--- src/rtl/uart_pkg.sv ---
// Shared definitions for the parametrised UART receiver: parity modes,
// FSM state encoding and small bit-level helper functions.
package uart_pkg;

  // Parity modes
  localparam logic [1:0] PARITY_NONE = 2'd0;
  localparam logic [1:0] PARITY_ODD  = 2'd1;
  localparam logic [1:0] PARITY_EVEN = 2'd2;

  // Receiver FSM state encoding
  localparam logic [2:0] IDLE      = 3'd0;
  localparam logic [2:0] START     = 3'd1;
  localparam logic [2:0] DATA      = 3'd2;
  localparam logic [2:0] PARITY    = 3'd3;
  localparam logic [2:0] STOP      = 3'd4;
  localparam logic [2:0] WAIT_HIGH = 3'd5;

  // Parity bit a transmitter sends for 'data' (up to 9 bits, zero-extended).
  function automatic logic parity_calc(input logic [8:0] data, input logic [1:0] mode);
    logic p;
    case (mode)
      PARITY_ODD:  p = ~(^data);
      PARITY_EVEN: p = ^data;
      default:     p = 1'b0;
    endcase
    return p;
  endfunction

  // 2-of-3 majority vote.
  function automatic logic maj3(input logic a, input logic b, input logic c);
    return (a & b) | (a & c) | (b & c);
  endfunction

endpackage

--- src/rtl/uart_sync_2ff.sv ---
// Generic two-flop synchroniser for a single asynchronous input bit.
// RST_VAL sets the value both flops take in reset (1 for an idle UART line).
module uart_sync_2ff #(
  parameter logic RST_VAL = 1'b1
) (
  input  logic clk,
  input  logic rst,
  input  logic d,
  output logic q
);

  logic meta_r;

  // Two-stage capture of the asynchronous input into the clk domain
  always_ff @(posedge clk or posedge rst) begin
    if (rst) begin
      meta_r <= RST_VAL;
      q      <= RST_VAL;
    end else begin
      meta_r <= d;
      q      <= meta_r;
    end
  end

endmodule

--- src/rtl/uart_rx_param.sv ---
// Parametrised UART receiver (DATA_BITS 5..9, none/odd/even parity, 1 or 2
// stop bits) with a single-entry valid/ready holding register.
// Optional feature macro: UART_RX_MAJORITY_EN -- three samples per bit
// (mid-1, mid, mid+1) with a 2-of-3 vote, decision taken at mid+1.
module uart_rx_param
  import uart_pkg::*;
#(
  parameter int CLKS_PER_BIT = 434,
  parameter int DATA_BITS    = 8,
  parameter int PARITY_MODE  = 0,
  parameter int STOP_BITS    = 1
) (
  input  logic                 clk,
  input  logic                 rst,
  input  logic                 uart_rx_pin,
  output logic [DATA_BITS-1:0] rx_data,
  output logic                 rx_valid,
  input  logic                 rx_ready,
  output logic                 parity_err,
  output logic                 frame_err,
  output logic                 overrun,
  output logic                 busy
);

  localparam int CNT_W = $clog2(CLKS_PER_BIT);
  localparam int BIT_W = $clog2(DATA_BITS + 1);
  localparam logic [CNT_W-1:0] CNT_MAX   = CNT_W'(CLKS_PER_BIT - 1);
`ifdef UART_RX_MAJORITY_EN
  // Vote completes one cycle after the nominal mid point.
  localparam logic [CNT_W-1:0] START_PT  = CNT_W'(CLKS_PER_BIT / 2);
`else
  localparam logic [CNT_W-1:0] START_PT  = CNT_W'(CLKS_PER_BIT / 2 - 1);
`endif
  localparam logic [BIT_W-1:0] DATA_LAST = BIT_W'(DATA_BITS - 1);
  localparam logic [BIT_W-1:0] STOP_LAST = BIT_W'(STOP_BITS - 1);
  localparam logic [1:0]       PMODE     = 2'(PARITY_MODE);

  logic                 sync_s;
  logic                 prev_r;
  logic                 fall_s;
  logic                 bit_s;
  logic                 wrap_s;
  logic [2:0]           state_r;
  logic [2:0]           state_nx_s;
  logic [CNT_W-1:0]     clk_cnt_r;
  logic [BIT_W-1:0]     bit_cnt_r;
  logic [DATA_BITS-1:0] shift_r;
  logic                 perr_r;
  logic                 fe_cand_r;
  logic                 done_s;
  logic                 fe_final_s;
  logic                 hold_full_s;

  uart_sync_2ff #(.RST_VAL(1'b1)) u_sync (
    .clk (clk),
    .rst (rst),
    .d   (uart_rx_pin),
    .q   (sync_s)
  );

  // Edge register: previous synchronised line value for falling-edge detect
  always_ff @(posedge clk or posedge rst) begin
    if (rst) begin
      prev_r <= 1'b1;
    end else begin
      prev_r <= sync_s;
    end
  end

  assign fall_s = ~sync_s & prev_r;

`ifdef UART_RX_MAJORITY_EN
  logic [1:0] hist_r;

  // Two-deep history of the synced line: hist_r[1] = mid-1, hist_r[0] = mid
  always_ff @(posedge clk or posedge rst) begin
    if (rst) begin
      hist_r <= 2'b11;
    end else begin
      hist_r <= {hist_r[0], sync_s};
    end
  end

  assign bit_s = maj3(hist_r[1], hist_r[0], sync_s);
`else
  assign bit_s = sync_s;
`endif

  assign wrap_s      = (clk_cnt_r == CNT_MAX);
  assign hold_full_s = rx_valid & ~rx_ready;

  // Next-state decode and frame-completion detect
  always_comb begin
    state_nx_s = state_r;
    done_s     = 1'b0;
    fe_final_s = fe_cand_r | ~bit_s;
    case (state_r)
      IDLE: begin
        if (fall_s) state_nx_s = START;
        else        state_nx_s = IDLE;
      end
      START: begin
        if (clk_cnt_r == START_PT) state_nx_s = bit_s ? IDLE : DATA;
        else                       state_nx_s = START;
      end
      DATA: begin
        if (wrap_s && (bit_cnt_r == DATA_LAST)) state_nx_s = (PARITY_MODE != 0) ? PARITY : STOP;
        else                                    state_nx_s = DATA;
      end
      PARITY: begin
        if (wrap_s) state_nx_s = STOP;
        else        state_nx_s = PARITY;
      end
      STOP: begin
        if (wrap_s && (bit_cnt_r == STOP_LAST)) begin
          done_s     = 1'b1;
          state_nx_s = fe_final_s ? WAIT_HIGH : IDLE;
        end else begin
          state_nx_s = STOP;
        end
      end
      WAIT_HIGH: begin
        if (sync_s) state_nx_s = IDLE;
        else        state_nx_s = WAIT_HIGH;
      end
      default: state_nx_s = IDLE;
    endcase
  end

  // FSM state, bit timing counters, shift register and error candidates
  always_ff @(posedge clk or posedge rst) begin
    if (rst) begin
      state_r   <= IDLE;
      clk_cnt_r <= '0;
      bit_cnt_r <= '0;
      shift_r   <= '0;
      perr_r    <= 1'b0;
      fe_cand_r <= 1'b0;
    end else begin
      state_r <= state_nx_s;
      case (state_r)
        IDLE: begin
          clk_cnt_r <= '0;
          bit_cnt_r <= '0;
          perr_r    <= 1'b0;
          fe_cand_r <= 1'b0;
        end
        START: begin
          clk_cnt_r <= (clk_cnt_r == START_PT) ? '0 : clk_cnt_r + CNT_W'(1);
        end
        DATA: begin
          clk_cnt_r <= wrap_s ? '0 : clk_cnt_r + CNT_W'(1);
          if (wrap_s) begin
            shift_r   <= {bit_s, shift_r[DATA_BITS-1:1]};
            bit_cnt_r <= (bit_cnt_r == DATA_LAST) ? '0 : bit_cnt_r + BIT_W'(1);
          end
        end
        PARITY: begin
          clk_cnt_r <= wrap_s ? '0 : clk_cnt_r + CNT_W'(1);
          if (wrap_s) perr_r <= (bit_s != parity_calc(9'(shift_r), PMODE));
        end
        STOP: begin
          clk_cnt_r <= wrap_s ? '0 : clk_cnt_r + CNT_W'(1);
          if (wrap_s) begin
            fe_cand_r <= fe_final_s;
            bit_cnt_r <= bit_cnt_r + BIT_W'(1);
          end
        end
        default: begin
          clk_cnt_r <= '0;
          bit_cnt_r <= '0;
        end
      endcase
    end
  end

  // Holding register, valid/ready handshake, overrun pulse and busy flag
  always_ff @(posedge clk or posedge rst) begin
    if (rst) begin
      rx_data    <= '0;
      rx_valid   <= 1'b0;
      parity_err <= 1'b0;
      frame_err  <= 1'b0;
      overrun    <= 1'b0;
      busy       <= 1'b0;
    end else begin
      overrun <= done_s & hold_full_s;
      busy    <= (state_nx_s != IDLE);
      if (done_s && !hold_full_s) begin
        rx_data    <= shift_r;
        parity_err <= perr_r;
        frame_err  <= fe_final_s;
        rx_valid   <= 1'b1;
      end else if (rx_valid && rx_ready) begin
        rx_valid   <= 1'b0;
      end else begin
        rx_valid   <= rx_valid;
      end
    end
  end

endmodule
--- config.mk ---
export PLATFORM = sky130hd
export DESIGN_NAME = uart_rx_param
export DESIGN_NICKNAME = d
export VERILOG_FILES = /design/src/rtl/uart_pkg.sv /design/src/rtl/uart_sync_2ff.sv /design/src/rtl/uart_rx_param.sv
export SDC_FILE = /design/constraint.sdc
export NUM_CORES = 1
export LEC_CHECK = 0
export ABC_AREA = 1
export CELL_PAD_IN_SITES_DETAIL_PLACEMENT = 1
export CELL_PAD_IN_SITES_GLOBAL_PLACEMENT = 1
export CORE_MARGIN = 10
export CORE_UTILIZATION = 44
export DETAILED_ROUTE_END_ITERATION = 8
export GPL_ROUTABILITY_DRIVEN = 0
export PLACE_DENSITY_LB_ADDON = 0.1
export SETUP_SLACK_MARGIN = 0.5
export SLEW_MARGIN = 30
export SYNTH_ARGS = -nofsm -noshare
export SYNTH_HDL_FRONTEND = slang
export SYNTH_SLANG_ARGS = --single-unit
--- constraint.sdc ---
create_clock -name clk -period 1.5 [get_ports clk]
set_input_delay 0.45 -clock clk [delete_from_list [all_inputs] [get_ports clk]]
set_output_delay 0.45 -clock clk [all_outputs]
set_load 0.02 [all_outputs]
==> reports/results.txt, run 1 <==
Stop err: [ERROR DPL-0033] detailed placement checks failed during check placement.
Post-DP Area: 2490 um^2
Area contributors post-synth: dfrtp_1, nand2_1, o21ai_2
Synthesis Warnings: 0
Initial antenna violation count: 0
CTS buffer count: 5
Synth Area per Inst: 8.93 um^2
Syn nets: 243
Top cell type's share of synthesized area: 0.467
Worst_ep grt: rx_data[2]$_DFFE_PP0P_/D
Largest net degree at the start of global routing: 28
Post-Syn Area: 2090 um^2
Clock sink count: 42
Number of cell rows: 25
Outcome: stopped before the end
Synth area leader: dfrtp_1
Seq/Total Area, Yosys: 0.505
Cell count after synthesis: 234
Worst End Pin Type: sequential cell input
Number of library cell types mapped by synthesis: 27
Number of I/O port buffers: 16
CTS H-tree lvls: 2
Root Buffer: clkbuf_8
Last stage: 5_1_grt
Die Span Y: 88.9 um
Synthesis-stage register bit count: 42
HPWL Detailed: 3580 um
Clock tree buffer depth: 2
Starting density of the core: 0.448
Die X: 88.9 um
DP Cell Count: 323
I/O pin cnt: 17
==> synthesized netlist by cell type <==
master / n
nor3_1: 2
nand4_1: 4
nand2_4: 2
nand3_1: 14
dfstp_2: 3
xnor2_1: 2
o21ai_1: 1
nand4_4: 1
nor2_4: 1
xor2_1: 5
nand2_1: 54
a21boi_0: 1
dfrtp_1: 39
o21ai_0: 9
a22oi_1: 1
inv_1: 33
nand2_2: 2
a21oi_1: 7
o21ai_2: 19
nand3b_1: 1
nor2_2: 1
inv_6: 1
inv_2: 1
buf_6: 3
nor4_1: 1
nor2_1: 21
ha_1: 5
==> stage by stage <==
| step | util | TNS (ns) | setup WS (ns) |
|---|---|---|---|
| after floorplan | - | 0 | 0.101 |
| after global placement | 0.535 | -0.765 | -0.0781 |
| after detailed placement | 0.535 | -1.12 | -0.124 |
| after CTS | 0.680 | -0.646 | -0.0624 |
==> kinds of logic after synthesis <==
kind of cell / count (synthesis) / share of synthesized area
simple gates: 104 / 0.227
flops: 42 / 0.505
compound gates: 38 / 0.128
buf+inv: 38 / 0.0814
xor+xnor: 7 / 0.0293
fa+ha+maj: 5 / 0.0299
==> repair_timing <==
item	CTS
pin swaps	11
gates resized for setup	139
cloned	5
hold buffers	0
endpoints found under the hold margin	0
setup buffers	28
endpoints found under the setup margin	52
==> run 2: changes to the inputs <==
CELL_PAD_IN_SITES_DETAIL_PLACEMENT = default   (was 1)
CELL_PAD_IN_SITES_GLOBAL_PLACEMENT = default   (was 1)
CORE_UTILIZATION = 34   (was 44)
PLACE_DENSITY_LB_ADDON = 0.15   (was 0.1)
SETUP_SLACK_MARGIN = default   (was 0.5)
==> run 2 against run 1 <==
Compared with the run above:
- the flow now finishes, with violations (setup timing)
- area after synthesis unchanged
- synthesized cell count is the same
==> reports/results.txt, run 2 <==
CP max stage cell: dfrtp_1
Pwr dens: 948 nW/um^2
Area delta synth->final: 36.8%
Largest net degree at the start of global routing: 43
Worst Hold Class: reg -> reg
Setup WS post-layout: -0.0476 ns
Most used DFF post-synth: dfrtp_1 (unchanged)
Syn nets: 243 (unchanged)
WP data arrival: 1.74 ns
DR vias: 1658
Clk Latency, worst-skew pair: 0.30 ns
# setup viols final: 9
GRT Util Overall: 0.0892
TritonCTS clock tree: built
DRT antenna net count: 0
I/O pin cnt: 17 (unchanged)
Area contributors post-synth: dfrtp_1, nand2_1, o21ai_2 (unchanged)
Max reg flops: 9
DRC: 0
CP top delay family: simple AND/OR/NAND/NOR gates
Total iterations of the first detailed-routing run: 4
Net switching power: 731 uW
XOR/XNOR Fraction of Synth Area: 0.0293 (unchanged)
CTS buffer count: 5 (unchanged)
Setup Skew: 0.00699 ns
Sequential share of power: 0.466
Starting density of the core: 0.351 (was 0.448)
WL/cell: 11.8 um
Fin. max-slew vios: 0
Top cell type's share of synthesized area: 0.467 (unchanged)
Vias per inst: 4.54
Most common cell after layout, fill and taps aside: dfrtp_1
Final WL: 4320 um
Worst slew pin tran: 0.432 ns
Post-Synth Adder-Cell Area: 0.0299 (unchanged)
Most common cell in the synthesized netlist: nand2_1 (unchanged)
Synth top cells by count: nand2_1, dfrtp_1, inv_1, nor2_1, o21ai_2 (unchanged)
Die X: 98.4 um (was 88.9 um)
Largest family of logic cells by synthesized area: simple AND/OR/NAND/NOR gates (unchanged)
Nets: 298
Biggest register: clk_cnt_r
Critical path class: reg -> reg
Synth Area per Inst: 8.93 um^2 (unchanged)
Vias in the first global route: 1638
Final Hold Vio Count: 0
Logic pwr share: 0.202
Clock share of power: 0.333
Switching share of power: 0.270
Layout Utilization: 0.480
Clock sink count: 42 (unchanged)
Initial antenna violation count: 0
Post-Syn Area: 2090 um^2 (unchanged)
Die area: 9680 um^2
Synthesis-stage register bit count: 42 (unchanged)
Worst Path Buf+Inv: 3
Worst setup EP type: flip-flop
Cts hold-fix bufs: 0 (unchanged)
Hold Slack: 0.359 ns
Number of cell rows: 28 (was 25)
Int Pwr: 1.98 mW
Core ar.: 5960 um^2
HPWL Detailed: 2990 um (was 3580 um)
Antenna Cells: 0
Cell count after synthesis: 234 (unchanged)
First-pass GRT wire length: 7320 um
Top flop regs: clk_cnt_r x9, rx_data x8, shift_r x8
Finished Layout Cells: 365
Mux contribution to synthesized area: 0 (unchanged)
Reg clk slew, reported paths: 0.09 ns
Worst EP required: 1.69 ns
Synthesis Warnings: 0 (unchanged)
Hold path start: u_sync.meta_r$_DFF_PP1_
Die Span Y: 98.4 um (was 88.9 um)
Layout cells sized above 1: 0.369
Number of library cell types mapped by synthesis: 27 (unchanged)
Number of synthesized flops with an enable pin: 0 (unchanged)
Slew HR: 0.712
Number of I/O port buffers: 16 (unchanged)
Iteration-0 DRC Markers: 60
Outcome: finished, violations left (was stopped before the end)
CP Cell Sequence: inv_2, ha_4, nand2_4, nor2_4, nand2_4, inv_6, nand4_4, clkbuf_16, nand2_2, o21ai_2
Leakage Power: 1.37 nW
Critical path startpoint category: flip-flop
Seq/Total Area, Yosys: 0.505 (unchanged)
Worst Path Max Fanout: 5
Synth area leader: dfrtp_1 (unchanged)
RSZ-0062 raised after global routing: true
R2R Path Start: clk_cnt_r[1]$_DFF_PP0_
Async SR Flop Fraction: 1.00 (unchanged)
Root Buffer: clkbuf_8 (unchanged)
Simple-Gate Fraction of Synth Area: 0.227 (unchanged)
Compound-Gate Fraction of Synth Area: 0.128 (unchanged)
Commonest cells after routing, fill and taps aside: dfrtp_1, nand2_1, inv_1
Worst setup path start: clk_cnt_r[1]$_DFF_PP0_
Violated checks: setup timing
Max Fclk: 646 MHz
GRT overflow: 0
Most frequent CP cell: nand2_4
Period utilization: 1.03
Peak supply drop: 0.845 mV
CTS H-tree lvls: 2 (unchanged)
Crit-path max cell delay: 0.39 ns
Power Total: 2.71 mW
Max cap viols: 0
Clock tree buffer depth: 2 (unchanged)
DP Cell Count: 350 (was 323)
Tmin final: 1.55 ns
run 2: through the flow:
| stage | TNS (ns) | setup slack, ns | instance area (um^2) |
|---|---|---|---|
| after floorplan | 0 | 0.0806 | 2090 |
| after global placement | -0.846 | -0.0838 | 2540 |
| after detailed placement | -0.888 | -0.0917 | 2540 |
| after CTS | -0.102 | -0.0139 | 2650 |
| after global routing | -2.52 | -0.133 | 2860 |
| final | -0.254 | -0.0476 | 2860 |
run 2: cell families after synthesis:
| family | Yosys count |
|---|---|
| compound gates | 38 |
| xor+xnor | 7 |
| fa+ha+maj | 5 |
| buf+inv | 38 |
| flops | 42 |
| simple gates | 104 |
run 2: cell type report:
type	count	area, um^2
Clock buffer	6	72.6
Clock inverter	2	37.5
Fill cell	588	3100
Inverter	35	136
Multi-Input combinational cell	154	988
Sequential cell	42	1050
Tap cell	75	93.8
Timing Repair Buffer	51	475
run 2: what timing repair did:
| item | CTS | global route |
|---|---|---|
| setup endpoints to repair | 28 | 41 |
| cloned | 0 | 3 |
| pin swaps | 0 | 2 |
| buffers inserted | 0 | 4 |
| resized for setup | 18 | 46 |
run 2: path summary, 6_finish.rpt:
path                       cells after the start                      to  slack [ns]
min                                            0      u_sync.q$_DFF_PP1_        0.36
max in group asynchronous                      3        prev_r$_DFF_PP1_        0.77
min reg2reg                                    0      u_sync.q$_DFF_PP1_        0.36
max                                           10  rx_data[1]$_DFFE_PP0P_       -0.05
max reg2reg                                   10  rx_data[1]$_DFFE_PP0P_       -0.05
min in group asynchronous                      3  shift_r[6]$_DFFE_PP0P_        0.47
run 2: routing by layer:
layer / track usage / wire, um
met1: 0.111 / 2120
met2: 0.142 / 2000
met3: 0.0268 / 152
met4: 0.0331 / 43
met5: 0 / 0
run 2: power by group through the flow:
stage / clock, mW / sequential [mW] / combinational (mW)
after floorplan: 0 / 1.31 / 0.242
after global placement: 0 / 1.27 / 0.490
after detailed placement: 0 / 1.28 / 0.490
after CTS: 0.925 / 1.26 / 0.496
after global routing: 0.971 / 1.28 / 0.634
final: 0.901 / 1.26 / 0.547
No activity file was read; power rests on OpenSTA's default activity.
==> run 3: changes to the inputs <==
--- a/config.mk
+++ b/config.mk
@@ -12,3 +12,3 @@
 export GPL_ROUTABILITY_DRIVEN = 0
-export PLACE_DENSITY_LB_ADDON = 0.15
+export PLACE_DENSITY = 0.63
 export SLEW_MARGIN = 30
==> constraint.sdc (replaced) <==
create_clock -name clk -period 1.7 [get_ports clk]
set_input_delay 0.255 -clock clk [delete_from_list [all_inputs] [get_ports clk]]
set_output_delay 0.255 -clock clk [all_outputs]
set_load 0.02 [all_outputs]
==> run 3 against run 2 <==
Compared with the run above:
- the flow now finishes without violations
- power down 12%
- global-route usage down 0.69 points
- via count down 5.4%
- final cell count down 8.2%
- maximum frequency up 0.87%
- worst hold slack worse by 0.078 ns
- wire length down 13%
- final area down 12%
==> reports/results.txt, run 3 (synthesized netlist as in run 2, its figures left out) <==
Number of I/O port buffers: 16 (unchanged)
Sequential cell area: 1050 um^2 (unchanged)
Worst slew pin tran: 0.421 ns (was 0.432 ns)
Initial antenna violation count: 0 (unchanged)
Leakage Power: 1.18 nW (was 1.37 nW)
Gr busiest metal: met2 (unchanged)
Post-CTS setup buffers: 0 (unchanged)
TritonCTS clock tree: built (unchanged)
Commonest cells after routing, fill and taps aside: nand2_1, dfrtp_1, inv_1 (was dfrtp_1, nand2_1, inv_1)
WL/cell: 11.2 um (was 11.8 um)
DP Cell Count: 327 (was 350)
Biggest register: clk_cnt_r (unchanged)
Outcome: finished, final reports clean (was finished, violations left)
CP max stage cell: dfrtp_1 (unchanged)
Final WL: 3760 um (was 4320 um)
GR Util met1: 0.0986 (was 0.111)
Largest net degree at the start of global routing: 43 (unchanged)
Vias in the first global route: 1576 (was 1638)
Die area: 9680 um^2 (unchanged)
Setup TNS: 0 ns (was -0.254 ns)
DRT antenna net count: 0 (unchanged)
Total iterations of the first detailed-routing run: 5 (was 4)
Critical path startpoint category: flip-flop (unchanged)
Finished Layout Cells: 335 (was 365)
Post-DP Area: 2370 um^2 (was 2540 um^2)
Global routing met2 resource utilization: 0.133 (was 0.142)
Nets: 268 (was 298)
Peak supply drop: 0.662 mV (was 0.845 mV)
Met3 usage: 0.0282 (was 0.0268)
CTS H-tree lvls: 2 (unchanged)
Most frequent CP cell: nand2_1 (was nand2_4)
Final Hold Vio Count: 0 (unchanged)
Reg clk slew, reported paths: 0.08 ns (was 0.09 ns)
Period utilization: 0.902 (was 1.03)
Crit-path max cell delay: 0.40 ns (was 0.39 ns)
Antenna Cells: 0 (unchanged)
GRT Util Overall: 0.0822 (was 0.0892)
Max reg flops: 9 (unchanged)
Clk Latency, worst-skew pair: 0.30 ns (about the same)
Iteration-0 DRC Markers: 84 (was 60)
Tmin final: 1.53 ns (was 1.55 ns)
Root Buffer: clkbuf_8 (unchanged)
Worst setup EP type: flip-flop (unchanged)
Max cap viols: 0 (unchanged)
Starting density of the core: 0.351 (unchanged)
Slew HR: 0.719 (was 0.712)
Core ar.: 5960 um^2 (unchanged)
Critical path class: reg -> reg (unchanged)
I/O pin cnt: 17 (unchanged)
Setup Skew: 0.00891 ns (was 0.00699 ns)
Area of the multi-input gates: 878 um^2 (was 988 um^2)
Post-route design area: 2520 um^2 (was 2860 um^2)
Worst Path Max Fanout: 20 (was 5)
GRT overflow: 0 (unchanged)
Worst setup path start: clk_cnt_r[1]$_DFF_PP0_ (unchanged)
Max Fclk: 652 MHz (was 646 MHz)
First-pass GRT wire length: 6890 um (was 7320 um)
RSZ-0062 raised after global routing: false (was true)
Worst EP required: 1.88 ns (was 1.69 ns)
CTS buffer count: 5 (unchanged)
Most common cell after layout, fill and taps aside: nand2_1 (was dfrtp_1)
Die X: 98.4 um (unchanged)
WP data arrival: 1.72 ns (was 1.74 ns)
Layout cells sized above 1: 0.181 (was 0.369)
Vias per inst: 4.68 (was 4.54)
Pwr dens: 948 nW/um^2 (about the same)
Fin. max-slew vios: 0 (unchanged)
Worst Hold Class: in -> async (was reg -> reg)
HPWL Detailed: 2760 um (was 2990 um)
Cts hold-fix bufs: 0 (unchanged)
R2R Path Start: clk_cnt_r[1]$_DFF_PP0_ (unchanged)
Area delta synth->final: 20.8% (was 36.8%)
CP Cell Sequence: inv_1, ha_1, nand2_1, nor2_4, nand2_4, inv_6, nand4_4, buf_12, nand2_1, o21ai_2 (was inv_2, ha_4, nand2_4, nor2_4, nand2_4, inv_6, nand4_4, clkbuf_16, nand2_2, o21ai_2)
Number of cell rows: 28 (unchanged)
DRC: 0 (unchanged)
Fill count: 625 (was 588)
DR vias: 1568 (was 1658)
Clock tree buffer depth: 2 (unchanged)
Die Span Y: 98.4 um (unchanged)
Clock sink count: 42 (unchanged)
# setup viols final: 0 (was 9)
Top flop regs: clk_cnt_r x9, rx_data x8, shift_r x8 (unchanged)
## run 3: changes by cell type in the layout (fill, tap and decap cells not counted), sizes merged
cell / delta
clkbuf: -7
clkdlybuf4s50: +13
clkinvlp: -1
clkinv: +1
bufinv: +1
buf: -28
dlygate4sd2: -6
clkdlybuf4s15: -3
## run 3: power by group
part | internal [mW] | switching, mW | leakage [nW]
combinational | 0.140 | 0.183 | 0.554
sequential | 1.07 | 0.0655 | 0.562
clock | 0.588 | 0.347 | 0.0683
total | 1.80 | 0.595 | 1.18
## run 3: what timing repair did
action	CTS	global route
hold endpoints to repair	0	0
setup endpoints to repair	0	3
resized for setup	0	4
## run 3: final timing paths
check / slack [ns] / cells after the start / endpoint
min reg2reg: 0.36 / 0 / u_sync.q$_DFF_PP1_
min in group clk: 0.36 / 0 / u_sync.q$_DFF_PP1_
max: 0.17 / 10 / rx_data[6]$_DFFE_PP0P_
min: 0.28 / 3 / clk_cnt_r[6]$_DFF_PP0_
max reg2reg: 0.17 / 10 / rx_data[6]$_DFFE_PP0P_
max in group asynchronous: 1.15 / 3 / u_sync.q$_DFF_PP1_
## run 3: through the flow
step	setup slack (ns)	util	power (mW)	hold WS (ns)
floorplan	0.298	-	1.37	0.259
global placement	0.0409	0.398	1.47	0.347
detailed placement	0.0693	0.398	1.48	0.348
CTS	0.0476	0.421	2.42	0.294
global route	0.00138	0.424	2.53	0.311
finish	0.166	0.424	2.39	0.281
## run 3: per-layer routing
metal  vias up  wire, um
met4         0        38
met5         -         0
li1        793         -
met2        31      1790
met1       737      1750
met3         7       178
## run 3: layout make-up
cell class	count	share of cell area
inverters	35	0.0540
flip-flops and latches	42	0.418
multi-input cells	154	0.348
clock inverters	3	0.0273
well taps	75	0.0372
repair buffers	21	0.0883
clock buffers	5	0.0273
## run 3: worst max-delay path: cells and delay by family, from the launching register on
kind | cells | cell delay (ns)
fa+ha+maj | 1 | 0.14
buf+inv | 3 | 0.35
compound gates | 1 | 0.05
simple gates | 5 | 0.48
flops | 1 | 0.40
==> run 4: changes to the inputs <==
SKIP_LAST_GASP = 1   (was default)
==> run 4 against run 3 <==
Compared with the run above:
- critical endpoint unchanged
- largest power group unchanged
- combinational power hardly changed
- power about the same
- wire length rose by 0.32%
==> reports/results.txt, run 4 (synthesized netlist as in run 2, its figures left out) <==
CP Cell Sequence: inv_1, ha_1, nand2_1, nor2_4, nand2_4, inv_6, nand4_4, buf_12, nand2_1, o21ai_2 (unchanged)
Nets: 268 (unchanged)
Number of cell rows: 28 (unchanged)
Area of the multi-input gates: 876 um^2 (was 878 um^2)
Iteration-0 DRC Markers: 79 (was 84)
Die area: 9680 um^2 (unchanged)
Worst Hold Class: in -> async (unchanged)
I/O pin cnt: 17 (unchanged)
Reg clk slew, reported paths: 0.09 ns (was 0.08 ns)
DR vias: 1574 (was 1568)
Max Fclk: 652 MHz (about the same)
Peak supply drop: 0.661 mV (was 0.662 mV)
TritonCTS clock tree: built (unchanged)
Most frequent CP cell: nand2_1 (unchanged)
Worst EP required: 1.89 ns (was 1.88 ns)
Setup WS post-layout: 0.167 ns (was 0.166 ns)
Die X: 98.4 um (unchanged)
Pre-CTS worst setup slack: 0.0693 ns (unchanged)
Commonest cells after routing, fill and taps aside: nand2_1, dfrtp_1, inv_1 (unchanged)
GRT Util Overall: 0.0822 (unchanged)
Outcome: finished, final reports clean (unchanged)
Vias in the first global route: 1576 (unchanged)
Slew HR: 0.713 (was 0.719)
Layout cells sized above 1: 0.177 (was 0.181)
Clk Latency, worst-skew pair: 0.30 ns (about the same)
Period utilization: 0.902 (about the same)
Biggest register: clk_cnt_r (unchanged)
Die Span Y: 98.4 um (unchanged)
Antenna Cells: 0 (unchanged)
Fill count: 625 (unchanged)
Clock tree buffer depth: 2 (unchanged)
Tmin final: 1.53 ns (about the same)
Worst slew pin tran: 0.431 ns (was 0.421 ns)
Most common cell after layout, fill and taps aside: nand2_1 (unchanged)
RSZ-0062 raised after global routing: true (was false)
WL/cell: 11.3 um (was 11.2 um)
Max cap viols: 0 (unchanged)
Clock sink count: 42 (unchanged)
Vias per inst: 4.70 (was 4.68)
Starting density of the core: 0.351 (unchanged)
Final WL: 3780 um (was 3760 um)
Total iterations of the first detailed-routing run: 4 (was 5)
Top flop regs: clk_cnt_r x9, rx_data x8, shift_r x8 (unchanged)
Critical path startpoint category: flip-flop (unchanged)
HPWL Detailed: 2760 um (unchanged)
Critical path class: reg -> reg (unchanged)
First-pass GRT wire length: 6890 um (unchanged)
Initial antenna violation count: 0 (unchanged)
Fin. max-slew vios: 0 (unchanged)
GRT overflow: 0 (unchanged)
# setup viols final: 0 (unchanged)
DRT antenna net count: 0 (unchanged)
Leakage Power: 1.18 nW (about the same)
Area delta synth->final: 20.7% (was 20.8%)
DRC: 0 (unchanged)
Root Buffer: clkbuf_8 (unchanged)
Worst Path Max Fanout: 20 (unchanged)
Worst setup EP type: flip-flop (unchanged)
Post-route design area: 2520 um^2 (about the same)
Largest net degree at the start of global routing: 43 (unchanged)
Setup Skew: 0.00950 ns (was 0.00891 ns)
CP max stage cell: dfrtp_1 (unchanged)
Final Hold Vio Count: 0 (unchanged)
CTS buffer count: 5 (unchanged)
Hold Slack: 0.285 ns (was 0.281 ns)
Power Total: 2.39 mW (about the same)
Post-CTS setup buffers: 0 (unchanged)
Sequential cell area: 1050 um^2 (unchanged)
Post-DP Area: 2370 um^2 (unchanged)
Crit-path max cell delay: 0.40 ns (about the same)
Max reg flops: 9 (unchanged)
CTS H-tree lvls: 2 (unchanged)
WP data arrival: 1.72 ns (about the same)
Number of I/O port buffers: 16 (unchanged)
Pwr dens: 949 nW/um^2 (was 948 nW/um^2)
Core ar.: 5960 um^2 (unchanged)
Setup TNS: 0 ns (unchanged)
==> run 4: cell counts in the layout (fill, tap and decap cells not counted) <==
No cell type changed its count.
==> run 4: area by class of cell <==
cell class,count,area share
inverter,35,0.0541
sequential,42,0.418
tap,75,0.0372
clock inverter,3,0.0273
clock buffer,5,0.0273
timing repair buffer,21,0.0883
multi-input combinational,154,0.347
==> run 4: per-stage QoR <==
step | utilization | instances
2_1_floorplan | - | 234
3_3_place_gp | 0.398 | 327
3_5_place_dp | 0.398 | 327
4_1_cts | 0.421 | 335
5_1_grt | 0.423 | 335
6_report | 0.423 | 335
==> run 4: metal layers <==
layer / part of all wire / up-vias / track usage / wire [um]
li1: - / 795 / - / -
met2: 0.48 / 41 / 0.133 / 1800
met3: 0.055 / 5 / 0.0282 / 209
met5: 0 / - / 0 / 0
met1: 0.46 / 733 / 0.0986 / 1730
met4: 0.0090 / 0 / 0.0298 / 34
==> run 4: timing repair <==
action                                  CTS  global route
gates resized for setup                   0             3
hold buffers                              0             0
endpoints found under the setup margin    0             3
==> run 4: where the power goes <==
group | switching [mW] | total (mW) | leakage, nW | internal, mW
clock | 0.349 | 0.937 | 0.0683 | 0.588
sequential | 0.0659 | 1.13 | 0.562 | 1.07
combinational | 0.182 | 0.322 | 0.554 | 0.140
==> run 4: final timing paths <==
| path | cells past startpoint | slack (ns) | startpoint | end |
|---|---|---|---|---|
| setup / recovery | 10 | 0.17 | clk_cnt_r[1]$_DFF_PP0_ | rx_data[6]$_DFFE_PP0P_ |
| hold / removal | 3 | 0.28 | rst | perr_r$_DFFE_PP0P_ |
| setup reg to reg | 10 | 0.17 | clk_cnt_r[1]$_DFF_PP0_ | rx_data[6]$_DFFE_PP0P_ |
| hold reg to reg | 0 | 0.36 | u_sync.meta_r$_DFF_PP1_ | u_sync.q$_DFF_PP1_ |
| max in group asynchronous | 3 | 1.15 | rst | prev_r$_DFF_PP1_ |
| min in group clk | 0 | 0.36 | u_sync.meta_r$_DFF_PP1_ | u_sync.q$_DFF_PP1_ |
==> run 4: worst max-delay path, delay by kind of cell (launching register included) <==
family | cells | cell delay, ns
and+or+nand+nor | 5 | 0.48
AOI/OAI and AO/OA | 1 | 0.05
adders and majority gates | 1 | 0.14
buffers and inverters | 3 | 0.35
DFF | 1 | 0.40
